[src/rtl/register_sequencer.sv]
// register_sequencer: fetch/decode/exec/mem/wb control FSM for the 16-bit core.
// Define REGISTER_SEQUENCER_PERF_EN to add o_cycle_cnt / o_instr_cnt counters.
module register_sequencer #(
    parameter logic [15:0] RESET_PC = 16'h0000,
    parameter int unsigned TIMEOUT  = 255
) (
    input  logic        i_clk,
    input  logic        i_rst,
    input  logic        i_mem_ack,
    input  logic [15:0] i_mem_rdata,
    input  logic [15:0] i_jmp_target,
    input  logic [15:0] i_ls_addr,
    output logic        o_mem_req,
    output logic        o_mem_we,
    output logic [15:0] o_mem_addr,
    output logic [15:0] o_ir,
    output logic [15:0] o_pc,
    output logic        o_ri,
    output logic        o_st,
    output logic        o_jmp,
    output logic        o_fn,
    output logic        o_wb_en,
    output logic        o_wb_sel,
    output logic [15:0] o_load_data,
    output logic        o_halted,
    output logic        o_bus_err,
    output logic        o_illegal
`ifdef REGISTER_SEQUENCER_PERF_EN
    ,
    output logic [31:0] o_cycle_cnt,
    output logic [31:0] o_instr_cnt
`endif
);

    localparam logic [15:0] TO_LIM = 16'(TIMEOUT);

    localparam logic [3:0] OP_NOP   = 4'h0;
    localparam logic [3:0] OP_ALU   = 4'h1;
    localparam logic [3:0] OP_ALUI  = 4'h2;
    localparam logic [3:0] OP_LOAD  = 4'h3;
    localparam logic [3:0] OP_STORE = 4'h4;
    localparam logic [3:0] OP_JMP   = 4'h5;
    localparam logic [3:0] OP_HALT  = 4'hF;

    typedef enum logic [2:0] {
        S_FETCH, S_DECODE, S_EXEC, S_MEM, S_WB, S_HALT
    } state_t;

    state_t      r_state;
    state_t      w_next;
    logic [15:0] r_pc;
    logic [15:0] r_ir;
    logic [15:0] r_ls_addr;
    logic [15:0] r_load_data;
    logic [15:0] r_to_cnt;
    logic        r_bus_err;

    logic [3:0]  w_op;
    logic        w_is_store;
    logic        w_req;
    logic        w_ack;
    logic [15:0] w_to_inc;
    logic        w_timeout;

    // mem_req is decoded from state but forced low the instant reset rises
    assign w_op       = r_ir[3:0];
    assign w_is_store = (w_op == OP_STORE);
    assign w_req      = ((r_state == S_FETCH) || (r_state == S_MEM)) && !i_rst;
    assign w_ack      = w_req && i_mem_ack;
    assign w_to_inc   = r_to_cnt + 16'd1;
    assign w_timeout  = w_req && !i_mem_ack && (w_to_inc == TO_LIM);

    assign o_ir        = r_ir;
    assign o_pc        = r_pc;
    assign o_load_data = r_load_data;
    assign o_bus_err   = r_bus_err;

    // State register
    always_ff @(posedge i_clk or posedge i_rst) begin
        if (i_rst) r_state <= S_FETCH;
        else       r_state <= w_next;
    end

    // Next state and strobes, decoded from state and ir only
    always_comb begin
        w_next     = r_state;
        o_mem_req  = w_req;
        o_mem_we   = 1'b0;
        o_mem_addr = r_pc;
        o_ri       = 1'b0;
        o_st       = 1'b0;
        o_jmp      = 1'b0;
        o_fn       = 1'b0;
        o_wb_en    = 1'b0;
        o_wb_sel   = 1'b0;
        o_halted   = 1'b0;
        o_illegal  = 1'b0;
        unique case (r_state)
            S_FETCH: begin
                if (w_timeout)  w_next = S_HALT;
                else if (w_ack) w_next = S_DECODE;
            end
            S_DECODE: w_next = S_EXEC;
            S_EXEC: begin
                w_next = S_FETCH;
                case (w_op)
                    OP_NOP: ;
                    OP_ALU: begin
                        o_fn    = 1'b1;
                        o_wb_en = 1'b1;
                    end
                    OP_ALUI: begin
                        o_fn    = 1'b1;
                        o_ri    = 1'b1;
                        o_wb_en = 1'b1;
                    end
                    OP_LOAD:  w_next = S_MEM;
                    OP_STORE: w_next = S_MEM;
                    OP_JMP:   o_jmp  = 1'b1;
                    OP_HALT:  w_next = S_HALT;
                    default:  o_illegal = 1'b1;
                endcase
            end
            S_MEM: begin
                o_mem_addr = r_ls_addr;
                o_mem_we   = w_is_store;
                o_st       = w_is_store;
                if (w_timeout)  w_next = S_HALT;
                else if (w_ack) w_next = w_is_store ? S_FETCH : S_WB;
            end
            S_WB: begin
                o_wb_en  = 1'b1;
                o_wb_sel = 1'b1;
                w_next   = S_FETCH;
            end
            S_HALT: o_halted = 1'b1;
            default: w_next = S_FETCH;
        endcase
    end

    // PC, IR, load data, latched address, bus timeout
    always_ff @(posedge i_clk or posedge i_rst) begin
        if (i_rst) begin
            r_pc        <= RESET_PC;
            r_ir        <= '0;
            r_ls_addr   <= '0;
            r_load_data <= '0;
            r_to_cnt    <= '0;
            r_bus_err   <= 1'b0;
        end else begin
            if (w_req)
                r_to_cnt <= i_mem_ack ? 16'd0 : w_to_inc;
            if (w_timeout)
                r_bus_err <= 1'b1;
            if (r_state == S_FETCH && w_ack) begin
                r_ir <= i_mem_rdata;
                r_pc <= r_pc + 16'd1;
            end
            if (r_state == S_EXEC) begin
                r_ls_addr <= i_ls_addr;
                if (w_op == OP_JMP)
                    r_pc <= i_jmp_target;
            end
            if (r_state == S_MEM && w_ack && !w_is_store)
                r_load_data <= i_mem_rdata;
        end
    end

`ifdef REGISTER_SEQUENCER_PERF_EN
    logic [31:0] r_cycle_cnt;
    logic [31:0] r_instr_cnt;

    assign o_cycle_cnt = r_cycle_cnt;
    assign o_instr_cnt = r_instr_cnt;

    // Free-running activity counters, frozen while halted
    always_ff @(posedge i_clk or posedge i_rst) begin
        if (i_rst) begin
            r_cycle_cnt <= '0;
            r_instr_cnt <= '0;
        end else begin
            if (r_state != S_HALT) r_cycle_cnt <= r_cycle_cnt + 32'd1;
            if (r_state == S_EXEC) r_instr_cnt <= r_instr_cnt + 32'd1;
        end
    end
`endif

endmodule

[config.mk]
export PLATFORM = sky130hd
export DESIGN_NAME = register_sequencer
export DESIGN_NICKNAME = d
export VERILOG_FILES = /design/src/rtl/register_sequencer.sv
export SDC_FILE = /design/constraint.sdc
export NUM_CORES = 1
export LEC_CHECK = 0
export BUFFER_PORTS_ARGS = -buffer_cell sky130_fd_sc_hd__buf_2
export CORE_MARGIN = 10
export CORE_UTILIZATION = 54
export CTS_BUF_LIST = sky130_fd_sc_hd__clkbuf_8
export DETAILED_ROUTE_END_ITERATION = 10
export PLACE_DENSITY = 0.83
export SYNTH_ARGS = -nofsm -noshare
export SYNTH_HDL_FRONTEND = slang
export SYNTH_SLANG_ARGS = --single-unit
[constraint.sdc]
create_clock -name i_clk -period 2.75 [get_ports i_clk]
set_clock_uncertainty 0.2 [all_clocks]
set_input_delay 0.1375 -clock i_clk [delete_from_list [all_inputs] [get_ports i_clk]]
set_output_delay 0.1375 -clock i_clk [all_outputs]
set_load 0.02 [all_outputs]
; ---- After elaboration in Yosys (flattened, before gate mapping)
; Index checks and enable logic that the tools add are counted.
[op_classes]
add_sub_neg = 2
n_reduce_logical = 17
n_eq_ne = 14
bitwise = 1
n_mux = 24
[op_table]
columns = cell, n
row1 = two-way mux 16 bit, 5
row2 = "adder 16 x 1 -> 16 bit, second input constant", 2
row3 = "equality test 16 x 8 -> 1 bit, second input constant", 1
row4 = two-way mux 3 bit, 5
row5 = case mux 3 bit (5 select lines), 1
row6 = two-way mux 1 bit, 11
row7 = "equality test 4 x 2 -> 1 bit, second input constant", 2
row8 = "equality test 4 x 3 -> 1 bit, second input constant", 2
row9 = logical AND 1 bit, 7
row10 = OR reduction 7 bit, 1
row11 = "equality test 3 x 2 -> 1 bit, second input constant", 2
row12 = "equality test 3 bit, second input constant", 2
row13 = "inequality test 3 bit, second input constant", 2
row14 = case mux 3 bit (2 select lines), 1
row15 = "equality test 4 x 1 -> 1 bit, second input constant", 1
row16 = "equality test 4 bit, second input constant", 1
row17 = logical NOT 4 bit, 1
row18 = OR reduction 2 bit, 2
row19 = "equality test 3 x 1 -> 1 bit, second input constant", 1
row20 = logical NOT 1 bit, 3
row21 = logical NOT 3 bit, 1
row22 = AND reduction 3 bit, 1
row23 = case mux 1 bit (2 select lines), 1
row24 = logical OR 1 bit, 1
row25 = NOT 1 bit, 1
[totals]
register_bits = 84
inputBits = 51
word_cells = 65
output_inout_bits = 75

; ---- Logic depth before layout (Yosys ltp)
[logic_depth]
ltp_word = 8
mapped_depth = 8
mapped_depth_nobuf = 7

; ---- Worst setup path before layout
; Ideal clock, no wire load.
[synth_timing]
path_kind = register -> register
start = register r_state[0]
end = register r_state[1]
n_path_buf = 2
path_stages_with_launch = 9
period_less_slack_ps = 2461
t_required_ps = 2430
setup_ps = 120
path_slack_ps = 289
arrival_ps = 2142
path_cell_list = dfrtp_1 > buf_6 > xor2_1 > or4_1 > buf_2 > or3_1 > a311oi_1 > nand4_1 > a31o_1
[synth_via]
elab_chain_cells = 7
elab_cells_between_ends = 17
classes_between = 6 x eq/ne / 3 x mux / 1 x bitwise / 7 x reduce/logical
[synth_rtl]
columns = element, line_no
row1 = from (decl), 49  ; state_t r_state;
row2 = from (signal assigned), 81  ; else r_state <= w_next;
row3 = equality test 3 x 2 -> 1 bit / logical NOT 3 bit (equally long branches), "68, 98"
row4 = logical OR 1 bit, 68  ; assign w_req = ((r_state == S_FETCH) || (r_state == S_MEM)) && !i_rst;
row5 = logical AND 1 bit, 68
row6 = logical AND 1 bit (2 in series), 71  ; assign w_timeout = w_req && !i_mem_ack && (w_to_inc == TO_LIM);
row7 = two-way mux 3 bit (tied with other cells), 128  ; if (w_timeout) w_next = S_HALT;
row8 = case mux 3 bit (5 select lines) / AND reduction 3 bit (equally long branches), --
; Several ways; a longest one is shown, not always the timed one.
; A chain may end at the register's enable or synchronous reset.

; ---- Worst setup path in the final report
[layout_timing]
start = register r_state[0]
end = output o_wb_en
[layout_via]
elab_chain_cells = 2
elab_cells_between_ends = 3
classes_between = 2 x eq/ne / 1 x mux
[layout_rtl]
columns = element, line_no
row1 = equality test 3 bit / equality test 3 x 2 -> 1 bit (equally long branches), 98  ; unique case (r_state)
row2 = case mux 1 bit (2 select lines) *, 98
row3 = to (decl), 22  ; output logic o_wb_en,
; Every way passes the cells marked *; elsewhere a longest branch is shown, timed or not.

==> summary.md <==
| Metric | Value |
|---|---|
| Outcome | finished, final reports clean |
| Crit-path max FO | 20 |
| CP max stage delay | 480 ps |
| Multi-input gate area | around 0.0021 mm2 |
| CP Launch Point | r_state[0]$_DFFE_PP0P_ |
| H-tree depth | 3 |
| CTS tree | yes |
| PwrDens | roughly 480 mW/mm2 |
| Post-layout minimum cycle time | ~2600 ps |
| Lkg Pwr | 2.79 nW |
| Total nets after synthesis | 512 |
| Ports | between 100 and 150 |
| Core area | 0.00781 mm2 |
| Clk Latency, worst-skew pair | around 360 ps |
| Top cell type's share of synthesized area | 0.482 |
| Setup crit start kind | flip-flop |
| Die Y-Extent | ~110 um |
| Final wirelength | about 14000 um |
| Final Net Count | 680 |
| VDD IR max | around 0.34 mV |
| Critical Path RT | 2410 ps |
| Setup bufs post-CTS | 0 |
| Flop pwr share | 0.457 |
| Cell taking the most area after synthesis | dfrtp_1 |
| Switching Share | 0.231 |
| Clock group share of total power | 0.450 |
| Clock transition at path regs | ~90 ps |
| Critical Path AT | about 2300 ps |
| Avg WL per Cell | 19.6 um |
| Worst slew pin tran | about 700 ps |
| Number of flops mapped to enable cells by yosys | 0 |
| Final setup margin | between 100 and 150 ps |
| CP endpoint kind | primary output |
| Chip width | 110 um |
| Async S/R FF share, synth | 1.00 |
| Main combinational cell family by area after synthesis | simple AND/OR/NAND/NOR gates |
| Pre-CTS setup slack | approximately 220 ps |
| Post-synthesis compound-gate area fraction | 0.0900 |
| Worst r2r src | r_state[2]$_DFFE_PP0P_ |
| Highest clock rate | 0.384 GHz |
| Adder-Cell Fraction of Synth Area | 0.00860 |
| CP top delay family | simple AND/OR/NAND/NOR gates |
| Register area share after synthesis | 0.482 |
| Worst path slowest cell | or2_2 |
| Int Power | approximately 0.0022 W |
| Critical path class | reg2out |
| TNS Setup | 0 ps |
| CTS Root Cell | clkbuf_8 |
| Register bit total from synthesis | 84 |
| Final setup viols | 0 |
| Drt initial violations | between 400 and 500 |
| Combinational Power Share | 0.093 |
| Gr usage total | 0.241 |
| HPWL Detailed | between 8000 and 9000 um |
| Layout cells sized above 1 | 0.336 |
| CTS Sinks | 84 |
| Final ANT Viol Nets | 0 |
| Worst slew margin | 0.530 |
| Multiplexer share of the synthesized area | 0.131 |
| Clock Tree Buf Depth | 2 |
| Xor/xnor share of the synthesized area | 0.0422 |
| PortBufs | approximately 130 |
| Via density | 5.82 |
| Distinct cells, synth | 46 |
| DRC viols | 0 |
| Simple-Gate Fraction of Synth Area | 0.204 |
| DR pass1 iterations | 5 |
| Commonest cells after routing, fill and taps aside | buf_2 (125), dfrtp_1 (83), nand2_1 (73) |
| Ratio of final minimum period to clock period | 0.947 |
| Storage cell area | between 0.002 and 0.0025 mm2 |
| Cell Count, Final, Fillers Out | about 730 |
| Max-Cap Viols | 0 |
| Hold path startpoint | i_mem_ack |
| Final slew viol count | 0 |
| Most used cell, CP | or2_2 |
| TritonCTS buffer count | 9 |
| First-pass GRT wire length | approximately 23000 um |
| RSZ-0062 raised after global routing | false |
| Placed Cells | between 600 and 700 |
| Antenna violations before repair | 0 |
| Maximum number of pins on one net before global-route repair | between 40 and 50 |
| Mapped cell area | 0.00436 mm2 |
| RD Place Congestion | 0.918 |
| GRT overflow | 0 |
| P&R area growth vs syn | 35.2% |
| Num rows | 32 |
| Most common cell after layout, fill and taps aside | buf_2 |
| Main flop type after synthesis | dfrtp_1 |
| FF-to-FF setup slack | 180 ps |
| Switching pwr | ~0.00066 W |
| Synth top area cells | dfrtp_1 (48%), mux2_2 (12%), nand2_1 (6.3%), nor2_1 (3.8%), o21ai_0 (3.3%) |
| Syn_area_per_cell | about 9.5 um2 |
| CP Buf/Inv Count | 1 |
| Hold WC Path Type | in2reg |
| Filler cells | around 460 |
| Initial core utilization | 0.559 |
| Synth warn | 0 |
| Via Count | roughly 4300 |
| Die area | roughly 0.012 mm2 |
| Synth Instances | 458 |
| Crit-path cells | nand2b_1, or2_2, nor4_2, or2_2, buf_2 |
| Vias in the first global route | around 4400 |
| Fin. Hold Viols | 0 |
## what timing repair did
action	CTS	global route
resized for setup	0	6
endpoints found under the hold margin	102	0
hold buffers	49	0
endpoints found under the setup margin	0	6
## power groups by stage
stage / logic, W / registers, W / clock network, W
after floorplan: 0.000101 / 0.00132 / 0
after global placement: 0.000194 / 0.00131 / 0
after detailed placement: 0.000200 / 0.00132 / 0
after CTS: 0.000258 / 0.00129 / 0.00128
after global routing: 0.000285 / 0.00130 / 0.00134
final: 0.000264 / 0.00130 / 0.00128
## synthesized netlist by cell type (all sizes together), types with 4 or more instances
cell    count
a21oi      18
and3        4
buf        11
clkbuf     19
dfrtp      84
inv        10
mux2       48
nand2      73
nand2b      6
nand3      17
nand4      13
nor2       45
nor3        9
nor4        5
o21ai      29
o31ai       6
xnor2      12
xor2        9
## routing by layer
| metal | vias up | global-route usage | part of all wire | wire length (um) |
|---|---|---|---|---|
| li1 | 1919 | - | - | - |
| met1 | 2044 | 0.275 | 0.36 | 5130 |
| met2 | 260 | 0.409 | 0.51 | 7320 |
| met3 | 51 | 0.0796 | 0.097 | 1390 |
| met4 | 0 | 0.0976 | 0.036 | 522 |
| met5 | - | 0 | 0 | 0 |
## cell type report
cell class,count,share of cell area
tap,102,0.0216
timing repair buffer,187,0.208
inverter,11,0.00721
sequential,84,0.356
antenna,1,0.000424
clock inverter,7,0.0288
clock buffer,9,0.0210
multi-input combinational,333,0.357
## sequential cells by signal, summed over array words and instances (netlist names)
name and flops:
o_bus_err 1, o_ir 16, o_load_data 16, o_pc 16
r_ls_addr 16, r_state 3, r_to_cnt 16
## stage by stage
step                      area [um2]  power, W   util  hold slack [ps]
after floorplan                 4360   0.00142      -             42.9
after global placement          5080   0.00151  0.651             94.6
after detailed placement        5080   0.00152  0.651              100
after CTS                       5870   0.00283  0.751              116
after global routing            5900   0.00293  0.755              152
final                           5900   0.00284  0.756              155
## cells by family (layout without fill, tap and decap cells)
logic type,after synthesis,after routing
other cells,0,1
compound gates,67,67
simple gates,191,191
fa+ha+maj,3,3
xor+xnor,21,21
flops,84,84
mux,51,51
buf+inv,41,214
## worst paths after layout
kind | endpoint | depth (start not counted)
min | r_to_cnt[1]$_DFFE_PP0N_ | 3
max | o_wb_en | 5
min reg2reg | r_ls_addr[9]$_DFFE_PP0P_ | 2
max reg2reg | o_pc[10]$_DFF_PP0_ | 6
max in group asynchronous | r_to_cnt[2]$_DFFE_PP0N_ | 4
min in group asynchronous | o_pc[14]$_DFF_PP0_ | 3
## worst reg2reg max path, cell delays in order (launching register included)
cell	delay, ps
dfrtp_1	480
or4b_4	590
or4_1	510
nor2_1	190
and4_1	250
xnor2_1	140
a21oi_1	90
(Power assumes the default switching activity.)
